**config.mk**
```make
export PLATFORM = sky130hd
export DESIGN_NAME = half_fp_divider
export DESIGN_NICKNAME = d
export VERILOG_FILES = /design/src/rtl/half_fp_pkg.sv /design/src/rtl/half_fp_classify.sv /design/src/rtl/half_fp_divider.sv
export SDC_FILE = /design/constraint.sdc
export NUM_CORES = 1
export LEC_CHECK = 0
export CELL_PAD_IN_SITES_DETAIL_PLACEMENT = 0
export CELL_PAD_IN_SITES_GLOBAL_PLACEMENT = 2
export CORE_MARGIN = 4
export CORE_UTILIZATION = 36
export CTS_BUF_LIST = sky130_fd_sc_hd__clkbuf_4 sky130_fd_sc_hd__clkbuf_8 sky130_fd_sc_hd__clkbuf_16
export CTS_CLUSTER_SIZE = 10
export DETAILED_ROUTE_END_ITERATION = 10
export HOLD_SLACK_MARGIN = 0.05
export PLACE_DENSITY_LB_ADDON = 0.1
export SLEW_MARGIN = 20
export SYNTH_ARGS = -nofsm -noshare
export SYNTH_HDL_FRONTEND = slang
export SYNTH_HIERARCHICAL = 1
export SYNTH_SLANG_ARGS = --single-unit
```
**constraint.sdc**
```tcl
create_clock -name clk -period 6.85 [get_ports clk]
set_input_delay 2.055 -clock clk [delete_from_list [all_inputs] [get_ports clk]]
set_output_delay 2.055 -clock clk [all_outputs]
set_load 0.01 [all_outputs]
```
**src/rtl/half_fp_pkg.sv**
```systemverilog
// Shared definitions for the binary16 FP datapath (divider and multiplier).
// Holds the format geometry, canonical special encodings, flag bit positions
// and the divider FSM state type.
package half_fp_pkg;
    localparam int EXP_W  = 5;
    localparam int MAN_W  = 10;
    localparam int BIAS   = 15;
    localparam int FP_W   = 1 + EXP_W + MAN_W;
    // quotient bits: integer, MAN_W fraction, guard, round, plus one spare
    // so a quotient below 1.0 still yields a full significand after the shift
    localparam int QB     = MAN_W + 4;
    localparam int CNT_W  = $clog2(QB);
    localparam int EXP_SW = EXP_W + 2;   // signed working exponent width
    localparam int NFLAGS = 5;

    localparam logic [FP_W-1:0] QNAN = 16'h7E00;
    localparam logic [FP_W-1:0] PINF = 16'h7C00;

    localparam logic signed [EXP_SW-1:0] EXP_TOP = EXP_SW'(2**EXP_W - 1);
    localparam logic signed [EXP_SW-1:0] EXP_ONE = EXP_SW'(1);

    // flags = {invalid, div_by_zero, overflow, underflow, inexact}
    localparam int FLG_INVALID  = 4;
    localparam int FLG_DBZ      = 3;
    localparam int FLG_OVERFLOW = 2;
    localparam int FLG_UNDERFLOW = 1;
    localparam int FLG_INEXACT  = 0;

    typedef enum logic [1:0] {
        S_IDLE,
        S_DIVIDE,
        S_ROUND,
        S_DONE
    } state_e;
endpackage

```
**src/rtl/half_fp_classify.sv**
```systemverilog
// Combinational binary16 operand classifier.
// Ports:
//   x_i        operand
//   is_zero_o  exponent field zero (denormals count as zero)
//   is_inf_o   infinity
//   is_nan_o   any NaN
//   is_snan_o  signalling NaN (quiet bit clear)
module half_fp_classify
    import half_fp_pkg::*;
(
    input  logic [FP_W-1:0] x_i,
    output logic            is_zero_o,
    output logic            is_inf_o,
    output logic            is_nan_o,
    output logic            is_snan_o
);
    logic [EXP_W-1:0] exp_f;
    logic [MAN_W-1:0] man_f;
    logic             exp_max;
    logic             man_nz;

    assign exp_f   = x_i[FP_W-2 -: EXP_W];
    assign man_f   = x_i[MAN_W-1:0];
    assign exp_max = &exp_f;
    assign man_nz  = |man_f;

    assign is_zero_o = (exp_f == '0);
    assign is_inf_o  = exp_max & ~man_nz;
    assign is_nan_o  = exp_max & man_nz;
    assign is_snan_o = exp_max & man_nz & ~man_f[MAN_W-1];
endmodule

```
**src/rtl/half_fp_divider.sv**
```systemverilog
// Iterative binary16 divider: result = a / b.
// Restoring radix-2 mantissa division (one quotient bit per cycle), then a
// single round/pack cycle. Special operands bypass the divider loop.
// Ports:
//   clk, rst             clock, synchronous active-high reset
//   in_valid/in_ready    operand handshake (in_ready high only when idle)
//   a, b                 dividend, divisor
//   out_valid/out_ready  result handshake (result held until out_ready)
//   result               quotient
//   flags                {invalid, div_by_zero, overflow, underflow, inexact}
module half_fp_divider
    import half_fp_pkg::*;
(
    input  logic              clk,
    input  logic              rst,
    input  logic              in_valid,
    output logic              in_ready,
    input  logic [FP_W-1:0]   a,
    input  logic [FP_W-1:0]   b,
    output logic              out_valid,
    input  logic              out_ready,
    output logic [FP_W-1:0]   result,
    output logic [NFLAGS-1:0] flags
);
    localparam int SIG_W = MAN_W + 1;
    localparam int REM_W = MAN_W + 2;   // remainder stays below 2*divisor

    state_e                   state_q, state_d;
    logic [REM_W-1:0]         rem_q, rem_d;
    logic [SIG_W-1:0]         div_q, div_d;
    logic [QB-1:0]            quo_q, quo_d;
    logic [CNT_W-1:0]         cnt_q, cnt_d;
    logic signed [EXP_SW-1:0] exp_q, exp_d;
    logic                     sign_q, sign_d;
    logic [FP_W-1:0]          result_q, result_d;
    logic [NFLAGS-1:0]        flags_q, flags_d;

    logic za, ia, na, sa, zb, ib, nb, sb;

    half_fp_classify u_cls_a (.x_i(a), .is_zero_o(za), .is_inf_o(ia), .is_nan_o(na), .is_snan_o(sa));
    half_fp_classify u_cls_b (.x_i(b), .is_zero_o(zb), .is_inf_o(ib), .is_nan_o(nb), .is_snan_o(sb));

    // Special-case decode on the live operands, in priority order.
    logic              sign_in, special;
    logic [FP_W-1:0]   spec_res;
    logic [NFLAGS-1:0] spec_flg;

    always_comb begin
        sign_in  = a[FP_W-1] ^ b[FP_W-1];
        special  = 1'b1;
        spec_res = QNAN;
        spec_flg = '0;
        if (na | nb) begin
            spec_flg[FLG_INVALID] = sa | sb;
        end else if ((za & zb) | (ia & ib)) begin
            spec_flg[FLG_INVALID] = 1'b1;
        end else if (zb && !ia) begin
            spec_res = {sign_in, PINF[FP_W-2:0]};
            spec_flg[FLG_DBZ] = 1'b1;
        end else if (ia) begin
            spec_res = {sign_in, PINF[FP_W-2:0]};   // inf/finite and inf/0
        end else if (za | ib) begin
            spec_res = {sign_in, {(FP_W-1){1'b0}}};
        end else begin
            special = 1'b0;
        end
    end

    logic signed [EXP_SW-1:0] exp_in;
    assign exp_in = $signed({2'b00, a[FP_W-2 -: EXP_W]}) - $signed({2'b00, b[FP_W-2 -: EXP_W]})
                  + EXP_SW'(BIAS);

    // One restoring division step.
    logic             ge;
    logic [REM_W-1:0] rem_sub;
    assign ge      = rem_q >= {1'b0, div_q};
    assign rem_sub = ge ? rem_q - {1'b0, div_q} : rem_q;

    // Normalise, round-to-nearest-even, range check and pack.
    logic                     g, r, s, inc, carry;
    logic [SIG_W-1:0]         sig;
    logic [SIG_W:0]           sig_r;
    logic [MAN_W-1:0]         man;
    logic signed [EXP_SW-1:0] exp_n, exp_r;
    logic [FP_W-1:0]          rnd_res;
    logic [NFLAGS-1:0]        rnd_flg;

    always_comb begin
        if (quo_q[QB-1]) begin
            sig   = quo_q[QB-1 -: SIG_W];
            g     = quo_q[2];
            r     = quo_q[1];
            s     = quo_q[0] | (|rem_q);
            exp_n = exp_q;
        end else begin
            // quotient in (0.5,1): bit QB-2 is the leading one
            sig   = quo_q[QB-2 -: SIG_W];
            g     = quo_q[1];
            r     = quo_q[0];
            s     = |rem_q;
            exp_n = exp_q - EXP_ONE;
        end
        inc   = g & (r | s | sig[0]);
        sig_r = {1'b0, sig} + {{SIG_W{1'b0}}, inc};
        carry = sig_r[SIG_W];
        man   = carry ? sig_r[MAN_W:1] : sig_r[MAN_W-1:0];
        exp_r = carry ? exp_n + EXP_ONE : exp_n;

        rnd_flg = '0;
        rnd_flg[FLG_INEXACT] = g | r | s;
        if (exp_r >= EXP_TOP) begin
            rnd_res = {sign_q, PINF[FP_W-2:0]};
            rnd_flg[FLG_OVERFLOW] = 1'b1;
            rnd_flg[FLG_INEXACT]  = 1'b1;
        end else if (exp_r[EXP_SW-1] || exp_r == '0) begin
            rnd_res = {sign_q, {(FP_W-1){1'b0}}};   // flush to signed zero
            rnd_flg[FLG_UNDERFLOW] = 1'b1;
            rnd_flg[FLG_INEXACT]   = 1'b1;
        end else begin
            rnd_res = {sign_q, exp_r[EXP_W-1:0], man};
        end
    end

    always_comb begin
        state_d  = state_q;
        rem_d    = rem_q;
        div_d    = div_q;
        quo_d    = quo_q;
        cnt_d    = cnt_q;
        exp_d    = exp_q;
        sign_d   = sign_q;
        result_d = result_q;
        flags_d  = flags_q;
        unique case (state_q)
            S_IDLE: begin
                if (in_valid) begin
                    sign_d = sign_in;
                    if (special) begin
                        result_d = spec_res;
                        flags_d  = spec_flg;
                        state_d  = S_DONE;
                    end else begin
                        rem_d   = {1'b0, 1'b1, a[MAN_W-1:0]};
                        div_d   = {1'b1, b[MAN_W-1:0]};
                        quo_d   = '0;
                        cnt_d   = '0;
                        exp_d   = exp_in;
                        state_d = S_DIVIDE;
                    end
                end
            end
            S_DIVIDE: begin
                rem_d = {rem_sub[SIG_W-1:0], 1'b0};
                quo_d = {quo_q[QB-2:0], ge};
                cnt_d = cnt_q + CNT_W'(1);
                if (cnt_q == CNT_W'(QB - 1)) state_d = S_ROUND;
            end
            S_ROUND: begin
                result_d = rnd_res;
                flags_d  = rnd_flg;
                state_d  = S_DONE;
            end
            S_DONE: begin
                if (out_ready) state_d = S_IDLE;
            end
            default: state_d = S_IDLE;
        endcase
    end

    always_ff @(posedge clk) begin
        if (rst) begin
            state_q  <= S_IDLE;
            rem_q    <= '0;
            div_q    <= '0;
            quo_q    <= '0;
            cnt_q    <= '0;
            exp_q    <= '0;
            sign_q   <= 1'b0;
            result_q <= '0;
            flags_q  <= '0;
        end else begin
            state_q  <= state_d;
            rem_q    <= rem_d;
            div_q    <= div_d;
            quo_q    <= quo_d;
            cnt_q    <= cnt_d;
            exp_q    <= exp_d;
            sign_q   <= sign_d;
            result_q <= result_d;
            flags_q  <= flags_d;
        end
    end

    assign in_ready  = (state_q == S_IDLE);
    assign out_valid = (state_q == S_DONE);
    assign result    = result_q;
    assign flags     = flags_q;
endmodule

```
==> impl_metrics.json, run 1 <==
{
  "clk_latency_ns": 0.34,
  "io_pins": 59,
  "htreeDepth": 3,
  "power_density_nw_per_um2": 406,
  "grt_pass1_wl_um": 23300,
  "wl_per_cell_um": 16.2,
  "antenna_found_initial": 0,
  "antenna_left": 0,
  "hp-class": "reg -> reg",
  "hold_buffers": 0,
  "setup_ws_ns": 1.72,
  "cts_resized": 0,
  "drt-pass1-iter-count": 4,
  "setup_viol": 0,
  "seq_area_frac_synth": 0.285,
  "cts_tree": "built",
  "final_max_slew_viol_count": 0,
  "syn_to_final_growth_pct": 20.8,
  "fill_cells": 1406,
  "slowest_delay_ns": 0.60,
  "viasPerCell": 5.45,
  "cts_made_buffers": 9,
  "core_area_um2": 13800,
  "portBuffers": 58,
  "async_flop_share": 0,
  "tightestPinTransition_ns": 0.981,
  "rsz0062_at_grt": "false",
  "yosys_register_bits": 72,
  "synth_edf_count": 0,
  "status": "finished, final reports clean",
  "dp.final_hpwl_um": 10500,
  "fin_tns_setup_ns": 0,
  "slew_headroom": 0.346,
  "cap_violations": 0,
  "ys.flop_type": "dfxtp_1",
  "synth_cell_types": 70,
  "cp-start-kind": "input pin",
  "cp_cell_sequence": "clkdlybuf4s50_1 -> or4_1 -> nor4_4 -> nor2b_1 -> or4_1 -> o21ai_0 -> a21oi_1 -> nand2_1 -> nor3_1 -> o21ai_0 -> o21ai_0",
  "end_kind": "flip-flop",
  "track_usage": 0.181,
  "nets": 758,
  "cts_post_setup_buffers_inserted": 0,
  "critical_path_arrival_ns": 5.40,
  "crit_path_frequent_cell": "o21ai_0",
  "syn_area_per_cell_um2": 7.69,
  "ys.warnings.count": 6,
  "final.min_clock_period_ns": 5.13,
  "drc_errors": 0,
  "fin_cells": 879,
  "die_w_um": 127,
  "drive_gt1_frac": 0.0701,
  "clock_skew_ns": 0.00659,
  "clock_path_buffers": 2,
  "row_count": 43,
  "cp_num_buf_inv": 1,
  "drt_iter0_markers": 268,
  "first_global_vias": 4642,
  "cts-root-buf": "clkbuf_16",
  "die_h_um": 127,
  "grt_max_degree": 62,
  "cp.required_ns": 7.12,
  "crit_fanout": 7,
  "dr_total_vias": 4793,
  "ir_drop_v": 0.000189,
  "synthCells": 658,
  "dp_cells": 863,
  "slowest_stage": "or4_1",
  "diodes": 0,
  "cts.sinks": 72,
  "hold_ws_ns": 0.454,
  "netlist_area_um2": 5060,
  "die-area_um2": 16000,
  "fmax_mhz": 195,
  "finalHoldViolCount": 0,
  "min_period_over_period": 0.748,
  "path_clk_slew_ns": 0.06,
  "post-place-ws_ns": 1.40,
  "critical-path-top-delay-family": "simple AND/OR/NAND/NOR gates",
  "grt_overflow": 0,
  "synth_fp_nets": 722,
  "drt_wl_total_um": 14300,
  "place_congestion": 0.811,
  "total_leakage_power_nw": 2.19,
  "initial_core_util": 0.366,
  "critical_path_class": "in -> reg"
}
## cell families (layout without fill, tap and decap cells)
group / count (synthesis) / count (layout) / synth area share
AND/OR/NAND/NOR: 252 / 252 / 0.252
AO/OA/AOI/OAI: 183 / 183 / 0.241
buffers and inverters: 78 / 119 / 0.0619
flip-flops: 72 / 72 / 0.285
XOR/XNOR: 29 / 29 / 0.0544
adder cells (fa/ha/maj): 28 / 28 / 0.0722
multiplexers: 16 / 16 / 0.0334
## stage by stage
stage / util / power (mW) / instance area [um2]
CTS: 0.442 / 2.51 / 6110
detailed placement: 0.416 / 1.92 / 5750
global route: 0.442 / 2.69 / 6110
global placement: 0.416 / 1.93 / 5750
floorplan: - / 1.57 / 5060
finish: 0.442 / 2.48 / 6110
## registers in the layout, summed over array words and instances (netlist names)
| name | flops |
|---|---|
| flags | 5 |
| state_q | 2 |
| cnt_q | 4 |
| exp_q | 7 |
| rem_q | 12 |
| div_q | 11 |
| result | 16 |
| sign_q | 1 |
| quo_q | 14 |
## worst paths after layout
path                           from                       to  slack (ns)  cells after the start
max                            a[5]   result[5]$_SDFFE_PP0P_        1.72                     11
min          result[5]$_SDFFE_PP0P_   result[5]$_SDFFE_PP0P_        0.45                      2
max reg2reg   exp_q[0]$_SDFFE_PP0P_  result[12]$_SDFFE_PP0P_        3.55                     11
min reg2reg  result[5]$_SDFFE_PP0P_   result[5]$_SDFFE_PP0P_        0.45                      2
## cells in the final DEF (no fill, tap or decap), types with 10 or more instances in the layout
cell             synthesis  final
xnor2_1                 18     18
a211oi_1                13     13
clkdlybuf4s50_1          0     57
nand3_1                 29     29
dfxtp_1                 72     72
nor3_1                  23     23
and3_1                  10     10
o21ai_0                 28     27
inv_1                   38     38
a21oi_1                 62     61
nor2_1                  47     47
nand2_1                 79     79
ha_1                    26     26
or4_1                   10     10
## synthesized netlist by cell type (4+ instances only)
| cell | instances | share of area |
|---|---|---|
| mux2i_1 | 9 | 0.018 |
| mux2_2 | 7 | 0.016 |
| a21oi_1 | 62 | 0.061 |
| xor2_1 | 9 | 0.016 |
| xnor2_1 | 18 | 0.031 |
| o21ai_0 | 28 | 0.028 |
| a21o_1 | 7 | 0.010 |
| nor2b_1 | 9 | 0.011 |
| nor4_1 | 10 | 0.012 |
| and2_1 | 4 | 0.0049 |
| a311oi_1 | 8 | 0.014 |
| clkbuf_1 | 26 | 0.019 |
| nor2_1 | 47 | 0.035 |
| nand2_1 | 79 | 0.059 |
| or3_1 | 5 | 0.0062 |
| inv_1 | 38 | 0.028 |
| o211ai_1 | 6 | 0.0089 |
| a31oi_1 | 9 | 0.011 |
| nand3_1 | 29 | 0.029 |
| nand4_1 | 6 | 0.0074 |
| buf_2 | 7 | 0.0069 |
| ha_1 | 26 | 0.064 |
| dfxtp_1 | 72 | 0.29 |
| nand2b_1 | 7 | 0.0087 |
| nor3_1 | 23 | 0.023 |
| o21a_1 | 8 | 0.012 |
| a211oi_1 | 13 | 0.019 |
| and3_1 | 10 | 0.012 |
| a221oi_1 | 6 | 0.010 |
| or4_1 | 10 | 0.015 |
## routing by layer
layer	global-route usage	up-vias	wire, um
met5	0	-	0
met4	0.0618	0	218
met3	0.0312	15	528
met2	0.302	85	6740
met1	0.236	2221	6780
li1	-	2472	-
## cell type report
| cell class | instances | area [um2] | area share |
|---|---|---|---|
| Multi-Input combinational cell | 508 | 3320 | 0.544 |
| Sequential cell | 72 | 1440 | 0.236 |
| Timing Repair Buffer | 63 | 613 | 0.100 |
| Clock buffer | 11 | 253 | 0.0414 |
| Tap cell | 180 | 225 | 0.0369 |
| Inverter | 40 | 150 | 0.0246 |
| Clock inverter | 5 | 103 | 0.0168 |
## power breakdown
part           internal [mW]  switching (mW)  leakage, nW  total (mW)
logic                  0.533           0.808         1.43        1.34
clock network          0.375           0.190        0.172       0.565
registers              0.498          0.0794        0.586       0.578
total                   1.41            1.08         2.19        2.48
## tightest hold or removal path, delay by kind of cell (launching register included)
| family | cells | cell delay (ns) |
|---|---|---|
| AOI/OAI and AO/OA | 1 | 0.05 |
| DFF | 1 | 0.32 |
| and+or+nand+nor | 1 | 0.05 |
No activity file was read; power rests on OpenSTA's default activity.
==> run 2: changes to the inputs <==
- CORE_UTILIZATION: 36 -> 33
- clock period: 6.85 -> 5.25 ns (I/O delays scaled with it)
==> run 2 against run 1 <==
  * Final cell count is 1.1% higher
  * Sequential share of layout area is essentially flat
  * Sequential power rose by 32%
  * Critical path depth unchanged
  * Core utilization is 2.7 points lower
  * Clock power up 18%
  * First-iteration DRC count fell by 9.3%
  * Count of clock-buffer cells in the layout rose by 3
  * Via count up 2.9%
  * Combinational power rose by 33%
  * Hold slack worse by 0.0080 ns
  * Register-to-register slack got worse by 1.9 ns
  * Critical path type unchanged
==> impl_metrics.json, run 2 (synthesis results as in run 1) <==
{
  "status": "finished, final reports clean",
  "cts_tree": "built",
  "r2r_slack_ns": 1.63,
  "io_pins": 59,
  "initial_core_util": 0.343,
  "min_period_over_period": 0.857,
  "portBuffers": 58,
  "cts_made_buffers": 9,
  "row_count": 44,
  "ir_drop_v": 0.000231,
  "p_sw_frac": 0.444,
  "cap_violations": 0,
  "final.min_clock_period_ns": 4.50,
  "drt_wl_total_um": 15000,
  "drt_iter0_markers": 243,
  "die-area_um2": 17400,
  "setup_viol": 0,
  "diodes": 0,
  "drt-pass1-iter-count": 5,
  "finalHoldViolCount": 0,
  "rsz0062_at_grt": "false",
  "comb_power_share": 0.555,
  "drc_errors": 0,
  "viasPerCell": 5.55,
  "power_frac_seq": 0.238,
  "cts.sinks": 72,
  "pwr-share-clk": 0.207,
  "grt_max_degree": 61,
  "syn_to_final_growth_pct": 20.9,
  "track_usage": 0.175,
  "clk_latency_ns": 0.34,
  "dr_total_vias": 4931,
  "slew_headroom": 0.515,
  "hold_buffers": 0,
  "largest_register_ffs": 16,
  "die_w_um": 132,
  "place_congestion": 0.856,
  "htreeDepth": 3,
  "core_area_um2": 14800,
  "fin_tns_setup_ns": 0,
  "cp.required_ns": 5.52,
  "critical_path_class": "in -> reg",
  "p_int_mw": 1.78,
  "switching_power_mw": 1.42,
  "dp.final_hpwl_um": 11200,
  "fmax_mhz": 222,
  "crit_fanout": 6,
  "antenna_left": 0,
  "end_kind": "flip-flop",
  "clock_path_buffers": 2,
  "total_leakage_power_nw": 2.20,
  "drive_gt1_frac": 0.0766,
  "setup_ws_ns": 0.753,
  "critical_path_arrival_ns": 4.77,
  "path_clk_slew_ns": 0.06,
  "cts_post_setup_buffers_inserted": 0,
  "hp-class": "reg -> reg",
  "power_density_nw_per_um2": 524,
  "grt_overflow": 0,
  "final_common_cell": "nand2_1",
  "clock_skew_ns": 0.00792,
  "layout_common_cells": "79 x nand2_1, 72 x dfxtp_1, 61 x a21oi_1",
  "cts-root-buf": "clkbuf_16",
  "first_global_vias": 4833,
  "final_max_slew_viol_count": 0,
  "tightestPinTransition_ns": 0.727,
  "cp-start-kind": "input pin",
  "wl_per_cell_um": 16.9,
  "antenna_found_initial": 0,
  "die_h_um": 132,
  "nets": 764,
  "post-place-ws_ns": 0.419,
  "grt_pass1_wl_um": 25200,
  "cts_resized": 0
}
==> run 2: routing by layer <==
metal | share of wire | track usage
met5 | 0 | 0
met2 | 0.45 | 0.275
met4 | 0.016 | 0.0461
met1 | 0.49 | 0.240
met3 | 0.053 | 0.0450
==> run 2: per-stage QoR <==
step                      total power [mW]  cells  area [um2]  hold WS, ns  utilization
after global routing                  3.48    889        6120        0.472        0.415
after global placement                2.54    873        5790        0.440        0.393
after detailed placement              2.55    873        5790        0.442        0.393
after CTS                             3.23    889        6120        0.455        0.415
after floorplan                       2.05    658        5060        0.435            -
final                                 3.20    889        6120        0.446        0.415
==> run 2: worst paths after layout <==
| kind | from | end | cells after the start |
|---|---|---|---|
| hold / removal | result[8]$_SDFFE_PP0P_ | result[8]$_SDFFE_PP0P_ | 2 |
| setup / recovery | a[5] | result[5]$_SDFFE_PP0P_ | 11 |
| hold reg to reg | result[8]$_SDFFE_PP0P_ | result[8]$_SDFFE_PP0P_ | 2 |
| setup reg to reg | quo_q[13]$_SDFFE_PP0P_ | flags[2]$_SDFFE_PP0P_ | 8 |
==> run 2: cell type report <==
class                      count  area (um2)
sequential                    72        1440
fill                        1524        8640
clock inverter                 2        35.0
clock buffer                  14         288
tap                          184         230
multi-input combinational    508        3310
timing repair buffer          69         658
inverter                      40         150
==> run 2: power groups by stage <==
stage | combinational (mW) | clock (mW) | sequential [mW]
final | 1.78 | 0.665 | 0.762
after global routing | 1.99 | 0.703 | 0.779
after CTS | 1.78 | 0.685 | 0.762
after detailed placement | 1.77 | 0 | 0.773
after global placement | 1.77 | 0 | 0.771
after floorplan | 1.32 | 0 | 0.735
==> run 2: worst max-delay path: stages <==
cell and delay [ns]:
clkdlybuf4s50_1 0.42, or4_1 0.61, nor4_4 0.32, nor2b_1 0.31, or4_1 0.20, o21ai_0 0.13, a21oi_1 0.49, nand2_1 0.24
nor3_1 0.22, o21ai_0 0.09, o21ai_0 0.16
==> run 3: changes to the inputs <==
- CTS_CLUSTER_SIZE: 10 -> 28
==> results of run 3 <==
No change in the layout: final DEF, timing and power equal those of run 2.
